[src/rtl/sudoku_check_seq.sv]
`timescale 1ns/1ps
// sudoku_check_seq
// Sequences validation of an 81-cell Sudoku board held in a single-read-port
// RAM. On an accepted check pulse it reads every cell of the 27 constraint
// groups (rows 0-8, columns 9-17, boxes 18-26), one read per cycle. Each value
// is evaluated the cycle after its read. The scan stops at the first empty,
// out-of-range or duplicated digit.
//
// Ports:
//   clka       system clock, rising edge
//   restart    asynchronous active-low reset
//   check      start request, sampled only in IDLE
//   rd_en      board RAM read enable
//   rd_addr    board RAM read address (row*9+col), held while rd_en=0
//   rd_data    board RAM data, valid the cycle after rd_en
//   busy       high from the cycle after check is accepted through done
//   done       one-cycle completion pulse
//   solved     verdict, held until the next accepted check
//   err_valid  failure flag, held like solved
//   err_group  failing group index (0-26)
//   err_addr   cell address where the failure was detected
module sudoku_check_seq #(
  parameter int VAL_W  = 4,
  parameter int ADDR_W = 7
) (
  input  logic              clka,
  input  logic              restart,
  input  logic              check,
  output logic              rd_en,
  output logic [ADDR_W-1:0] rd_addr,
  input  logic [VAL_W-1:0]  rd_data,
  output logic              busy,
  output logic              done,
  output logic              solved,
  output logic              err_valid,
  output logic [4:0]        err_group,
  output logic [ADDR_W-1:0] err_addr
);

  typedef enum logic [1:0] {IDLE, SCAN, DRAIN, REPORT} state_t;

  state_t state_q, state_d;

  // issue stage: tag of the read currently on the RAM port
  logic [4:0]        g_p0;
  logic [3:0]        e_p0;
  // evaluation stage: tag of the read whose data is on rd_data
  logic              vld_p1;
  logic [4:0]        g_p1;
  logic [3:0]        e_p1;
  logic [ADDR_W-1:0] addr_p1;
  logic [8:0]        seen_p1;

  logic [4:0]        g_nxt;
  logic [3:0]        e_nxt;
  logic              last_issue;
  logic              start;
  logic              is_digit;
  logic [VAL_W-1:0]  digit_idx;
  logic [8:0]        digit_bit;
  logic [8:0]        seen_eff;
  logic              fail;

  function automatic logic [3:0] div3(input logic [3:0] x);
    logic [3:0] d;
    if (x >= 4'd6)      d = 4'd2;
    else if (x >= 4'd3) d = 4'd1;
    else                d = 4'd0;
    return d;
  endfunction

  function automatic logic [3:0] mod3(input logic [3:0] x);
    logic [3:0] d;
    d = div3(x);
    return x - (d << 1) - d;
  endfunction

  // Cell address of element e of group g, using shift-add only.
  function automatic logic [ADDR_W-1:0] cell_addr(input logic [4:0] g,
                                                  input logic [3:0] e);
    logic [3:0] row, col, b;
    logic [4:0] gm;
    logic [6:0] r7, c7, sum;
    row = 4'd0;
    col = 4'd0;
    b   = 4'd0;
    gm  = 5'd0;
    if (g < 5'd9) begin
      row = g[3:0];
      col = e;
    end else if (g < 5'd18) begin
      gm  = g - 5'd9;
      row = e;
      col = gm[3:0];
    end else begin
      gm  = g - 5'd18;
      b   = gm[3:0];
      row = (div3(b) << 1) + div3(b) + div3(e);
      col = (mod3(b) << 1) + mod3(b) + mod3(e);
    end
    r7  = {3'b000, row};
    c7  = {3'b000, col};
    sum = (r7 << 3) + r7 + c7;
    return ADDR_W'(sum);
  endfunction

  always_comb begin
    last_issue = (g_p0 == 5'd26) && (e_p0 == 4'd8);
    if (e_p0 == 4'd8) begin
      e_nxt = 4'd0;
      g_nxt = g_p0 + 5'd1;
    end else begin
      e_nxt = e_p0 + 4'd1;
      g_nxt = g_p0;
    end
  end

  // Evaluation: the seen mask restarts at element 0 of every group.
  always_comb begin
    is_digit  = (rd_data != '0) && (rd_data <= VAL_W'(9));
    digit_idx = rd_data - VAL_W'(1);
    digit_bit = is_digit ? (9'd1 << digit_idx) : 9'd0;
    seen_eff  = (e_p1 == 4'd0) ? 9'd0 : seen_p1;
    fail      = vld_p1 && (!is_digit || ((seen_eff & digit_bit) != 9'd0));
  end

  always_ff @(posedge clka or negedge restart) begin
    if (!restart) state_q <= IDLE;
    else          state_q <= state_d;
  end

  always_comb begin
    state_d = state_q;
    busy    = (state_q != IDLE);
    done    = (state_q == REPORT);
    start   = 1'b0;
    case (state_q)
      IDLE: begin
        if (check) begin
          start   = 1'b1;
          state_d = SCAN;
        end
      end
      SCAN: begin
        if (fail)            state_d = REPORT;
        else if (last_issue) state_d = DRAIN;
      end
      DRAIN:   state_d = REPORT;
      REPORT:  state_d = IDLE;
      default: state_d = IDLE;
    endcase
  end

  always_ff @(posedge clka or negedge restart) begin
    if (!restart) begin
      rd_en     <= 1'b0;
      rd_addr   <= '0;
      g_p0      <= '0;
      e_p0      <= '0;
      vld_p1    <= 1'b0;
      g_p1      <= '0;
      e_p1      <= '0;
      addr_p1   <= '0;
      seen_p1   <= '0;
      solved    <= 1'b0;
      err_valid <= 1'b0;
      err_group <= '0;
      err_addr  <= '0;
    end else begin
      // issue -> evaluation boundary; a read issued alongside a failure is dropped
      vld_p1  <= rd_en && !fail;
      g_p1    <= g_p0;
      e_p1    <= e_p0;
      addr_p1 <= rd_addr;
      if (vld_p1 && !fail) seen_p1 <= seen_eff | digit_bit;

      if (start) begin
        rd_en     <= 1'b1;
        rd_addr   <= '0;
        g_p0      <= '0;
        e_p0      <= '0;
        solved    <= 1'b0;
        err_valid <= 1'b0;
        err_group <= '0;
        err_addr  <= '0;
      end else if (state_q == SCAN) begin
        if (fail || last_issue) begin
          rd_en <= 1'b0;
        end else begin
          g_p0    <= g_nxt;
          e_p0    <= e_nxt;
          rd_addr <= cell_addr(g_nxt, e_nxt);
        end
      end

      if (fail) begin
        err_valid <= 1'b1;
        solved    <= 1'b0;
        err_group <= g_p1;
        err_addr  <= addr_p1;
      end else if (state_q == DRAIN) begin
        solved <= 1'b1;
      end
    end
  end

endmodule
[config.mk]
export PLATFORM = sky130hd
export DESIGN_NAME = sudoku_check_seq
export DESIGN_NICKNAME = d
export VERILOG_FILES = /design/src/rtl/sudoku_check_seq.sv
export SDC_FILE = /design/constraint.sdc
export NUM_CORES = 1
export LEC_CHECK = 0
export BUFFER_PORTS_ARGS = -buffer_cell sky130_fd_sc_hd__buf_2
export CAP_MARGIN = 20
export CELL_PAD_IN_SITES_DETAIL_PLACEMENT = 0
export CELL_PAD_IN_SITES_GLOBAL_PLACEMENT = 2
export CORE_MARGIN = 2
export CORE_UTILIZATION = 39
export CTS_BUF_LIST = sky130_fd_sc_hd__clkbuf_16
export DETAILED_ROUTE_END_ITERATION = 8
export PLACE_DENSITY_LB_ADDON = 0.1
export SYNTH_ARGS = -nofsm -noshare
export SYNTH_HDL_FRONTEND = slang
export SYNTH_SLANG_ARGS = --single-unit
[constraint.sdc]
create_clock -name clka -period 7.68 [get_ports clka]
set_input_delay 2.304 -clock clka [delete_from_list [all_inputs] [get_ports clka]]
set_output_delay 2.304 -clock clka [all_outputs]
set_load 0.05 [all_outputs]
==> results of run 1 <==
## cell usage after synthesis (2+ instances only)
cell type / count / area (sq um)
clkbuf_1: 8 / 30.0
o21ai_1: 9 / 45.0
or4bb_1: 2 / 22.5
a21o_1: 7 / 52.6
o211ai_1: 2 / 15.0
and2_1: 3 / 18.8
nand3_1: 3 / 15.0
buf_6: 2 / 22.5
xnor2_1: 16 / 140
mux2i_1: 9 / 90.1
buf_2: 8 / 40.0
nor3_1: 3 / 15.0
xor2_1: 4 / 35.0
dfrtp_1: 59 / 1480
mux2_2: 7 / 78.8
a32o_1: 4 / 40.0
nand4b_1: 4 / 35.0
nand2b_1: 3 / 18.8
o22ai_1: 2 / 12.5
a211oi_1: 8 / 60.1
nand4_1: 2 / 12.5
nand2_1: 43 / 161
a21oi_1: 20 / 100
fa_1: 10 / 200
nor2_1: 29 / 109
nor2b_1: 2 / 12.5
ha_1: 27 / 338
o21ai_0: 16 / 80.1
a22o_1: 3 / 26.3
nor3b_1: 4 / 30.0
inv_1: 26 / 97.6
## layout make-up
| type | count | area [sq um] |
|---|---|---|
| multi-input combinational | 268 | 2020 |
| fill | 900 | 4980 |
| inverter | 26 | 97.6 |
| timing repair buffer | 36 | 195 |
| sequential | 59 | 1480 |
| tap | 111 | 139 |
| clock inverter | 7 | 67.6 |
| clock buffer | 9 | 225 |
## worst max-delay path: cells and delay by family (launching register included)
| family | cells | cell delay (ns) |
|---|---|---|
| flip-flops | 1 | 0.42 |
| AND/OR/NAND/NOR | 3 | 0.58 |
| multiplexers | 1 | 0.42 |
| buffers and inverters | 5 | 0.41 |
| XOR/XNOR | 6 | 0.98 |
| adder cells (fa/ha/maj) | 7 | 3.04 |
| AO/OA/AOI/OAI | 6 | 1.06 |
## metrics by stage
| stage | setup WS [ns] | utilization, % | cell area [sq um] |
|---|---|---|---|
| 2_1_floorplan | 1.10 | - | 3680 |
| 3_3_place_gp | 0.632 | 42.6 | 3920 |
| 3_5_place_dp | 0.551 | 42.6 | 3920 |
| 4_1_cts | 0.544 | 45.8 | 4210 |
| 5_1_grt | 0.0172 | 45.9 | 4220 |
| 6_report | 0.601 | 45.9 | 4220 |
## worst max path at each step
stage	from	endpoint	slack (ns)
after floorplan	e_p0[0]	rd_addr[6]	1.10
after global placement	e_p0[0]	rd_addr[6]	0.63
after detailed placement	e_p0[0]	rd_addr[6]	0.55
after CTS	e_p0[0]	rd_addr[6]	0.54
after global routing	e_p0[0]	rd_addr[6]	0.02
final	e_p0[0]	rd_addr[6]	0.60
## routing by layer
layer	up-vias	track usage, %	routed length (um)
met5	-	0	0
met4	0	7.17	153
met3	12	1.66	252
met2	48	25.5	3530
met1	1283	25.1	3960
li1	1337	-	-
## cell families after synthesis
| logic type | after synthesis | share of synthesized area [%] |
|---|---|---|
| flip-flops | 59 | 40.1 |
| AO/OA/AOI/OAI | 85 | 15.7 |
| other | 1 | 0.102 |
| AND/OR/NAND/NOR | 108 | 14.4 |
| adder cells (fa/ha/maj) | 37 | 14.6 |
| multiplexers | 17 | 5.20 |
| buffers and inverters | 44 | 5.16 |
| XOR/XNOR | 20 | 4.76 |
## timing repair
action | in CTS | in global routing
resized for setup | 0 | 1
endpoints found under the setup margin | 0 | 1
hold buffers | 0 | 0
## flip-flops by register name (all words and copies together), names as in the netlist
| signal | cells |
|---|---|
| seen_p1 | 9 |
| addr_p1 | 7 |
| err_addr | 7 |
| rd_addr | 7 |
| err_group | 5 |
| g_p0 | 5 |
| g_p1 | 5 |
| e_p0 | 4 |
| e_p1 | 4 |
| state_q | 2 |
| err_valid | 1 |
| rd_en | 1 |
| solved | 1 |
| vld_p1 | 1 |
==> results by group, run 1 <==
Logic synthesis
  – Gate Count Post-Synth: between 300 and 400
  – Cell area after synthesis: approximately 3700 sq um
  – Ys flop type: dfrtp_1
  – Syn Area/Cell: between 9 and 10 sq um
  – Synthesized flop and latch total: 59
  – Synth Net Count: about 420
  – Post-synth EDFFs: 0
  – Async SR Flop Fraction: between 90% and 100%
  – Yosys cell types: 57
  – Seq/Total Area, Yosys: 40.1%
  – Total of warnings raised by yosys: 0

Worst setup path
  – Maximum fanout along the worst path: 10
  – Critical Path Sink Type: register
  – Reg2reg end: rd_addr[6]
  – Critical path type: reg2reg
  – Reg2Reg Setup Slack: around 0.6 ns
  – WP data required: a little under 8 ns
  – Worst reg-to-reg path cell count: 28
  – Reg2reg start: e_p0[0]
  – Worst path max stage delay: about 0.55 ns
  – Worst path slowest cell: fa_1
  – Kind of start point of the critical path: register
  – CP arrival: roughly 7.3 ns

Route
  – First-pass DRT Iterations: 4
  – Vias/cell: approximately 5.2
  – WL final: approximately 8000 um
  – WL per Instance: between 15 and 20 um
  – Initial drt markers: roughly 100
  – Final ANT Viol Nets: 0
  – Residual DRC: 0
  – Via count: about 2700

GRT
  – Wire length of the first global-routing pass: 13500 um
  – Vias in the first global route: approximately 2600
  – Tot GR Track Use: between 10% and 20%
  – Grt total ovfl: 0
  – Initial antenna violation count: 0
  – Largest net degree at the start of global routing: 60

Timing
  – RSZ-0062 raised after global routing: no
  – Relative slew slack: ~37%
  – Final period util: 92.2%
  – Fin crit period: 7.08 ns
  – Hold Slack: roughly 0.40 ns
  – Least-Margin Pin Slew: 0.950 ns
  – Max Slew Vio Count: 0
  – Fmax: roughly 0.14 GHz
  – Hold Vio Cnt, Final: 0
  – Skew final: between 0.005 and 0.006 ns
  – Setup violations, final: 0
  – Setup TNS: 0 ns

Outcome
  – Status: completed

Clock network
  – # clock sinks: 59
  – Clk buf depth: 2
  – CTS H-tree lvls: 3
  – Setup Buffers After CTS: 0
  – TritonCTS buffer count: 9
  – Clk_lat worst skew: 0.32 ns
  – Clk pin slew, worst setup/hold paths: ~0.050 ns
  – CTS tree: yes
  – CTS Root Cell: clkbuf_16

Cells and area
  – Diodes inserted: 0
  – Share of post-route cells with drive strength above 1: 16.5%
  – Most frequent cells in the layout: dfrtp_1 (59), nand2_1 (43), buf_2 (30)
  – Layout net count: 444
  – Most common cell after layout, fill and taps aside: dfrtp_1
  – Fin cells: slightly above 500
  – Area Overhead vs Synth: 14.6%

Hold path
  – Hold endpoint: addr_p1[3]
  – HP Class: reg2reg
  – Worst Hold Depth: 0
  – Hold Startpoint: rd_addr[3]

Placement
  – Gp weighted congestion: 0.794
  – Dpl cells: approximately 500
  – Detail Placement HPWL: roughly 5700 um
  – Port Buf Inserts: 30

Floorplanning
  – Die Y: just over 100 um
  – Die X: 101 um
  – # rows: 35
  – Initial Utilization: approximately 40%
  – IO Pins: 31
  – Core area: approximately 9200 sq um
  – Die area: between 10000 and 15000 sq um

Run
  – Max_cap viols: 0
Power of run 1 is left out: the tool's default activity adds up to more than one toggle a clock period on the data nets, which glitch-free logic cannot reach.
==> run 2: changes to the inputs <==
--- a/config.mk
+++ b/config.mk
@@ -5,7 +5,7 @@
 export SDC_FILE = /design/constraint.sdc
 export NUM_CORES = 1
 export LEC_CHECK = 0
-export BUFFER_PORTS_ARGS = -buffer_cell sky130_fd_sc_hd__buf_2
+export BUFFER_PORTS_ARGS = -buffer_cell sky130_fd_sc_hd__buf_4
 export CAP_MARGIN = 20
 export CELL_PAD_IN_SITES_DETAIL_PLACEMENT = 0
 export CELL_PAD_IN_SITES_GLOBAL_PLACEMENT = 2
==> constraint.sdc (replaced) <==
create_clock -name clka -period 8.07 [get_ports clka]
set_input_delay 2.421 -clock clka [delete_from_list [all_inputs] [get_ports clka]]
set_output_delay 2.421 -clock clka [all_outputs]
set_load 0.05 [all_outputs]
==> results by group, run 2 (synthesized netlist as in run 1, its figures left out) <==
Cells and area
  – Most frequent cells in the layout: dfrtp_1 (59), nand2_1 (43), buf_4 (34)
  – FILL cells: 887 (-1.4%)
  – Share of post-route cells with drive strength above 1: 16.1% (-0.41 points)
  – Register with the most flip-flops: seen_p1
  – Flip-flop and latch area: 1480 sq um (unchanged)
  – Most common cell after layout, fill and taps aside: dfrtp_1
  – Diodes inserted: 0 (unchanged)
  – Number of flip-flops in the largest register: 9 (unchanged)
  – Multi-input logic area: 2020 sq um (-0.12%)
  – Layout net count: 442 (-0.45%)
  – Area Overhead vs Synth: 16.2%

GRT
  – Vias in the first global route: 2604 (-0.23%)
  – Initial antenna violation count: 0 (unchanged)
  – Tot GR Track Use: 16.9% (-0.12 points)
  – Wire length of the first global-routing pass: 13400 um (-0.92%)
  – Grt total ovfl: 0 (unchanged)
  – Largest net degree at the start of global routing: 60 (unchanged)

Route
  – Final ANT Viol Nets: 0 (unchanged)
  – WL final: 7860 um (-0.56%)
  – Initial drt markers: 101 (-1.9%)
  – WL per Instance: 15.3 um (-0.17%)
  – Via count: 2668 (-0.45%)
  – Vias/cell: 5.19 (about the same)
  – First-pass DRT Iterations: 4 (unchanged)
  – Residual DRC: 0 (unchanged)

Hold path
  – Hold Startpoint: rd_addr[6]
  – Worst Hold Depth: 0 (unchanged)
  – Hold endpoint: addr_p1[6]
  – HP Class: reg2reg

Placement
  – Gp weighted congestion: 0.808 (+1.8%)
  – Detail Placement HPWL: 5760 um (+0.29%)
  – Port Buf Inserts: 30 (unchanged)

Worst setup path
  – Kind of start point of the critical path: register
  – Critical path buffers and inverters: 6 (+1)
  – Worst reg-to-reg path cell count: 31 (+11%)
  – Worst path max stage delay: 0.55 ns (about the same)
  – Worst path depth: 31 (+11%)
  – Critical Path Sink Type: register
  – WP data required: 8.23 ns (+0.38 ns)
  – CP arrival: 7.25 ns (about the same)
  – Reg2Reg Setup Slack: 0.98 ns (+0.38 ns)
  – Reg2reg end: rd_addr[6]
  – Reg2reg start: e_p0[0]
  – Maximum fanout along the worst path: 10 (unchanged)
  – Critical path type: reg2reg
  – Worst path slowest cell: fa_1
  – Crit path max-delay family: adder cells
  – Most common cell on crit path: xnor2_1

Clock network
  – Post-CTS Resized: 0 (unchanged)
  – Clk_lat worst skew: 0.32 ns (about the same)
  – CTS tree: yes
  – # clock sinks: 59 (unchanged)
  – TritonCTS buffer count: 9 (unchanged)
  – Cts hold-fix bufs: 0 (unchanged)
  – CTS Root Cell: clkbuf_16
  – Setup Buffers After CTS: 0 (unchanged)
  – Clk buf depth: 2 (unchanged)
  – Clk pin slew, worst setup/hold paths: 0.05 ns (about the same)
  – CTS H-tree lvls: 3 (unchanged)

Run
  – Max_cap viols: 0 (unchanged)

Timing
  – Final period util: 87.9% (-4.3 points)
  – Fin crit period: 7.09 ns (+0.0142 ns)
  – Setup violations, final: 0 (unchanged)
  – Fmax: 0.141 GHz (-0.20%)
  – Setup TNS: 0 ns (unchanged)
  – Hold Vio Cnt, Final: 0 (unchanged)
  – Max Slew Vio Count: 0 (unchanged)
  – Relative slew slack: 37.9% (+1.2 points)
  – RSZ-0062 raised after global routing: no
  – Skew final: 0.00653 ns (+0.000976 ns)
  – Least-Margin Pin Slew: 0.932 ns (-0.0180 ns)

Outcome
  – Status: completed

Floorplanning
  – Core area: 9200 sq um (unchanged)
  – # rows: 35 (unchanged)
  – Die area: 10200 sq um (unchanged)
  – Die Y: 101 um (unchanged)
  – Initial Utilization: 40.1% (unchanged)
  – Die X: 101 um (unchanged)
  – IO Pins: 31 (unchanged)
-- run 2: cell types whose count changed in the layout (fill, tap and decap cells not counted), sizes merged --
cell	previous run	this run
buf	36	34
clkinv	3	4
inv	27	26
-- run 2: routing by layer --
metal | global-route usage (%) | vias up | wire [um]
met5 | 0 | - | 0
met4 | 6.76 | 0 | 167
met3 | 2.55 | 12 | 179
met2 | 25.2 | 35 | 3410
met1 | 24.6 | 1287 | 4100
li1 | - | 1334 | -
-- run 2: worst register-to-register path, delay by kind of cell, from the launching register on --
family	cells	cell delay [ns]
and+or+nand+nor	5	0.84
AOI/OAI and AO/OA	5	0.82
adders and majority gates	8	3.18
DFF	1	0.41
buffers and inverters	6	0.56
xor gates and xnor gates	7	1.11
-- run 2: area by class of cell --
cell class	count	area share, %
inverters	26	2.28
well taps	111	3.25
flip-flops and latches	59	34.5
multi-input cells	268	47.1
clock buffers	9	5.26
clock inverters	7	1.61
repair buffers	34	5.96
-- run 2: worst max path at each step --
stage | slack (ns) | end | from
2_1_floorplan | 1.49 | rd_addr[6] | e_p0[0]
3_3_place_gp | 1.06 | rd_addr[6] | e_p0[0]
3_5_place_dp | 0.89 | rd_addr[6] | e_p0[0]
4_1_cts | 0.91 | rd_addr[6] | e_p0[0]
5_1_grt | 0.34 | rd_addr[6] | e_p0[0]
6_report | 0.98 | rd_addr[6] | e_p0[0]
-- run 2: metrics by stage --
| stage | instance area [sq um] | utilization (%) | worst slack, ns | cells | hold WS, ns |
|---|---|---|---|---|---|
| floorplan | 3680 | - | 1.49 | 371 | 0.349 |
| global route | 4280 | 46.5 | 0.342 | 514 | 0.428 |
| global placement | 3990 | 43.3 | 1.06 | 498 | 0.404 |
| finish | 4280 | 46.5 | 0.977 | 514 | 0.419 |
| detailed placement | 3990 | 43.3 | 0.894 | 498 | 0.406 |
| CTS | 4280 | 46.5 | 0.908 | 514 | 0.418 |
Power of run 2 is left out for the same reason.
==> run 3: changes to the inputs <==
--- a/config.mk
+++ b/config.mk
@@ -11,7 +11,6 @@
 export CELL_PAD_IN_SITES_GLOBAL_PLACEMENT = 2
 export CORE_MARGIN = 2
 export CORE_UTILIZATION = 39
-export CTS_BUF_LIST = sky130_fd_sc_hd__clkbuf_16
 export DETAILED_ROUTE_END_ITERATION = 8
 export PLACE_DENSITY_LB_ADDON = 0.1
 export SYNTH_ARGS = -nofsm -noshare
==> results by group, run 3 (synthesized netlist as in run 1, its figures left out) <==
Worst setup path
  – Maximum fanout along the worst path: 10 (unchanged)
  – Most common cell on crit path: xnor2_1
  – Worst reg-to-reg path cell count: 31 (unchanged)
  – Critical path type: reg2reg
  – CP arrival: 7.27 ns (+0.02 ns)
  – Worst path slowest cell: fa_1
  – Kind of start point of the critical path: register
  – Worst path max stage delay: 0.55 ns (about the same)
  – WP data required: 8.24 ns (about the same)
  – Critical Path Sink Type: register

Placement
  – Gp weighted congestion: 0.808 (unchanged)
  – Port Buf Inserts: 30 (unchanged)
  – Detail Placement HPWL: 5760 um (unchanged)
  – Placed cell areas: 3990 sq um (unchanged)

Timing
  – Final period util: 87.9% (about the same)
  – Setup violations, final: 0 (unchanged)
  – Fmax: 0.141 GHz (about the same)
  – Max Slew Vio Count: 0 (unchanged)
  – Hold Vio Cnt, Final: 0 (unchanged)
  – Least-Margin Pin Slew: 0.947 ns (+0.0149 ns)
  – Relative slew slack: 36.9% (-0.99 points)
  – Fin crit period: 7.10 ns (+0.00329 ns)
  – Skew final: 0.0112 ns (+0.00468 ns)
  – RSZ-0062 raised after global routing: no
  – Setup TNS: 0 ns (unchanged)

Cells and area
  – Number of flip-flops in the largest register: 9 (unchanged)
  – Util after Layout: 45.4% (-1.1 points)
  – Most common cell after layout, fill and taps aside: dfrtp_1
  – Register with the most flip-flops: seen_p1
  – Diodes inserted: 0 (unchanged)
  – FILL cells: 899 (+1.4%)
  – Area Overhead vs Synth: 13.4%
  – Final non-filler cell area: 4180 sq um (-2.4%)
  – Share of post-route cells with drive strength above 1: 16.1% (unchanged)
  – Most frequent cells in the layout: dfrtp_1 (59), nand2_1 (43), buf_4 (34)
  – Layout net count: 442 (unchanged)

Route
  – WL per Instance: 15.3 um (about the same)
  – Initial drt markers: 99 (-2.0%)
  – Vias/cell: 5.16 (-0.60%)
  – Residual DRC: 0 (unchanged)
  – Via count: 2652 (-0.60%)
  – WL final: 7850 um (about the same)
  – Final ANT Viol Nets: 0 (unchanged)
  – First-pass DRT Iterations: 5 (+1)

GRT
  – Wire length of the first global-routing pass: 13400 um (-0.16%)
  – Vias in the first global route: 2589 (-0.58%)
  – Grt total ovfl: 0 (unchanged)
  – Largest net degree at the start of global routing: 60 (unchanged)
  – Initial antenna violation count: 0 (unchanged)
  – Tot GR Track Use: 16.8% (-0.044 points)

Clock network
  – CTS Root Cell: clkbuf_8
  – Clk pin slew, worst setup/hold paths: 0.07 ns (+0.02 ns)
  – CTS H-tree lvls: 3 (unchanged)
  – Clk buf depth: 2 (unchanged)
  – CTS tree: yes
  – Cts hold-fix bufs: 0 (unchanged)
  – Post-CTS Resized: 0 (unchanged)
  – Clk_lat worst skew: 0.33 ns (about the same)
  – Setup Buffers After CTS: 0 (unchanged)
  – # clock sinks: 59 (unchanged)
  – TritonCTS buffer count: 9 (unchanged)

Hold path
  – Worst Hold Depth: 0 (unchanged)
  – HP Class: reg2reg

Floorplanning
  – IO Pins: 31 (unchanged)
  – Initial Utilization: 40.1% (unchanged)
  – # rows: 35 (unchanged)
  – Die X: 101 um (unchanged)
  – Die area: 10200 sq um (unchanged)
  – Core area: 9200 sq um (unchanged)
  – Die Y: 101 um (unchanged)

Outcome
  – Status: completed

Run
  – Max_cap viols: 0 (unchanged)
run 3: cell counts in the layout (fill, tap and decap cells not counted):
No cell type changed its count.
run 3: layer usage:
metal / share of wire, % / global-route usage (%) / up-vias / wire (um)
li1: - / - / 1325 / -
met1: 51 / 24.5 / 1278 / 4040
met2: 44 / 25.3 / 38 / 3470
met3: 2.2 / 2.55 / 11 / 173
met4: 2.2 / 6.44 / 0 / 176
met5: 0 / 0 / - / 0
run 3: path summary, 6_finish.rpt:
check | startpoint | end | slack [ns]
worst max-delay path | e_p0[0] | rd_addr[6] | 0.97
worst min-delay path | rd_addr[6] | addr_p1[6] | 0.42
worst max register to register | e_p0[0] | rd_addr[6] | 0.97
worst min register to register | rd_addr[6] | addr_p1[6] | 0.42
max in group asynchronous | restart | rd_addr[0] | 5.44
min in group asynchronous | restart | seen_p1[1] | 2.15
run 3: through the flow:
stage,setup slack (ns),hold WS (ns),cells
after floorplan,1.49,0.349,371
after global placement,1.06,0.404,498
after detailed placement,0.894,0.406,498
after CTS,0.912,0.423,514
after global routing,0.345,0.433,514
final,0.974,0.424,514
run 3: cell type report:
cell class | count | area [sq um] | area share, %
sequential | 59 | 1480 | 35.3
inverter | 26 | 97.6 | 2.34
clock inverter | 7 | 68.8 | 1.65
tap | 111 | 139 | 3.32
timing repair buffer | 34 | 255 | 6.11
multi-input combinational | 268 | 2020 | 48.3
clock buffer | 9 | 124 | 2.96
run 3: critical path: cells and delay by family (launching register included):
kind,cells,cell delay (ns)
buf+inv,6,0.56
compound gates,5,0.83
xor+xnor,7,1.11
simple gates,5,0.84
fa+ha+maj,8,3.18
flops,1,0.42
Power of run 3 is left out for the same reason.
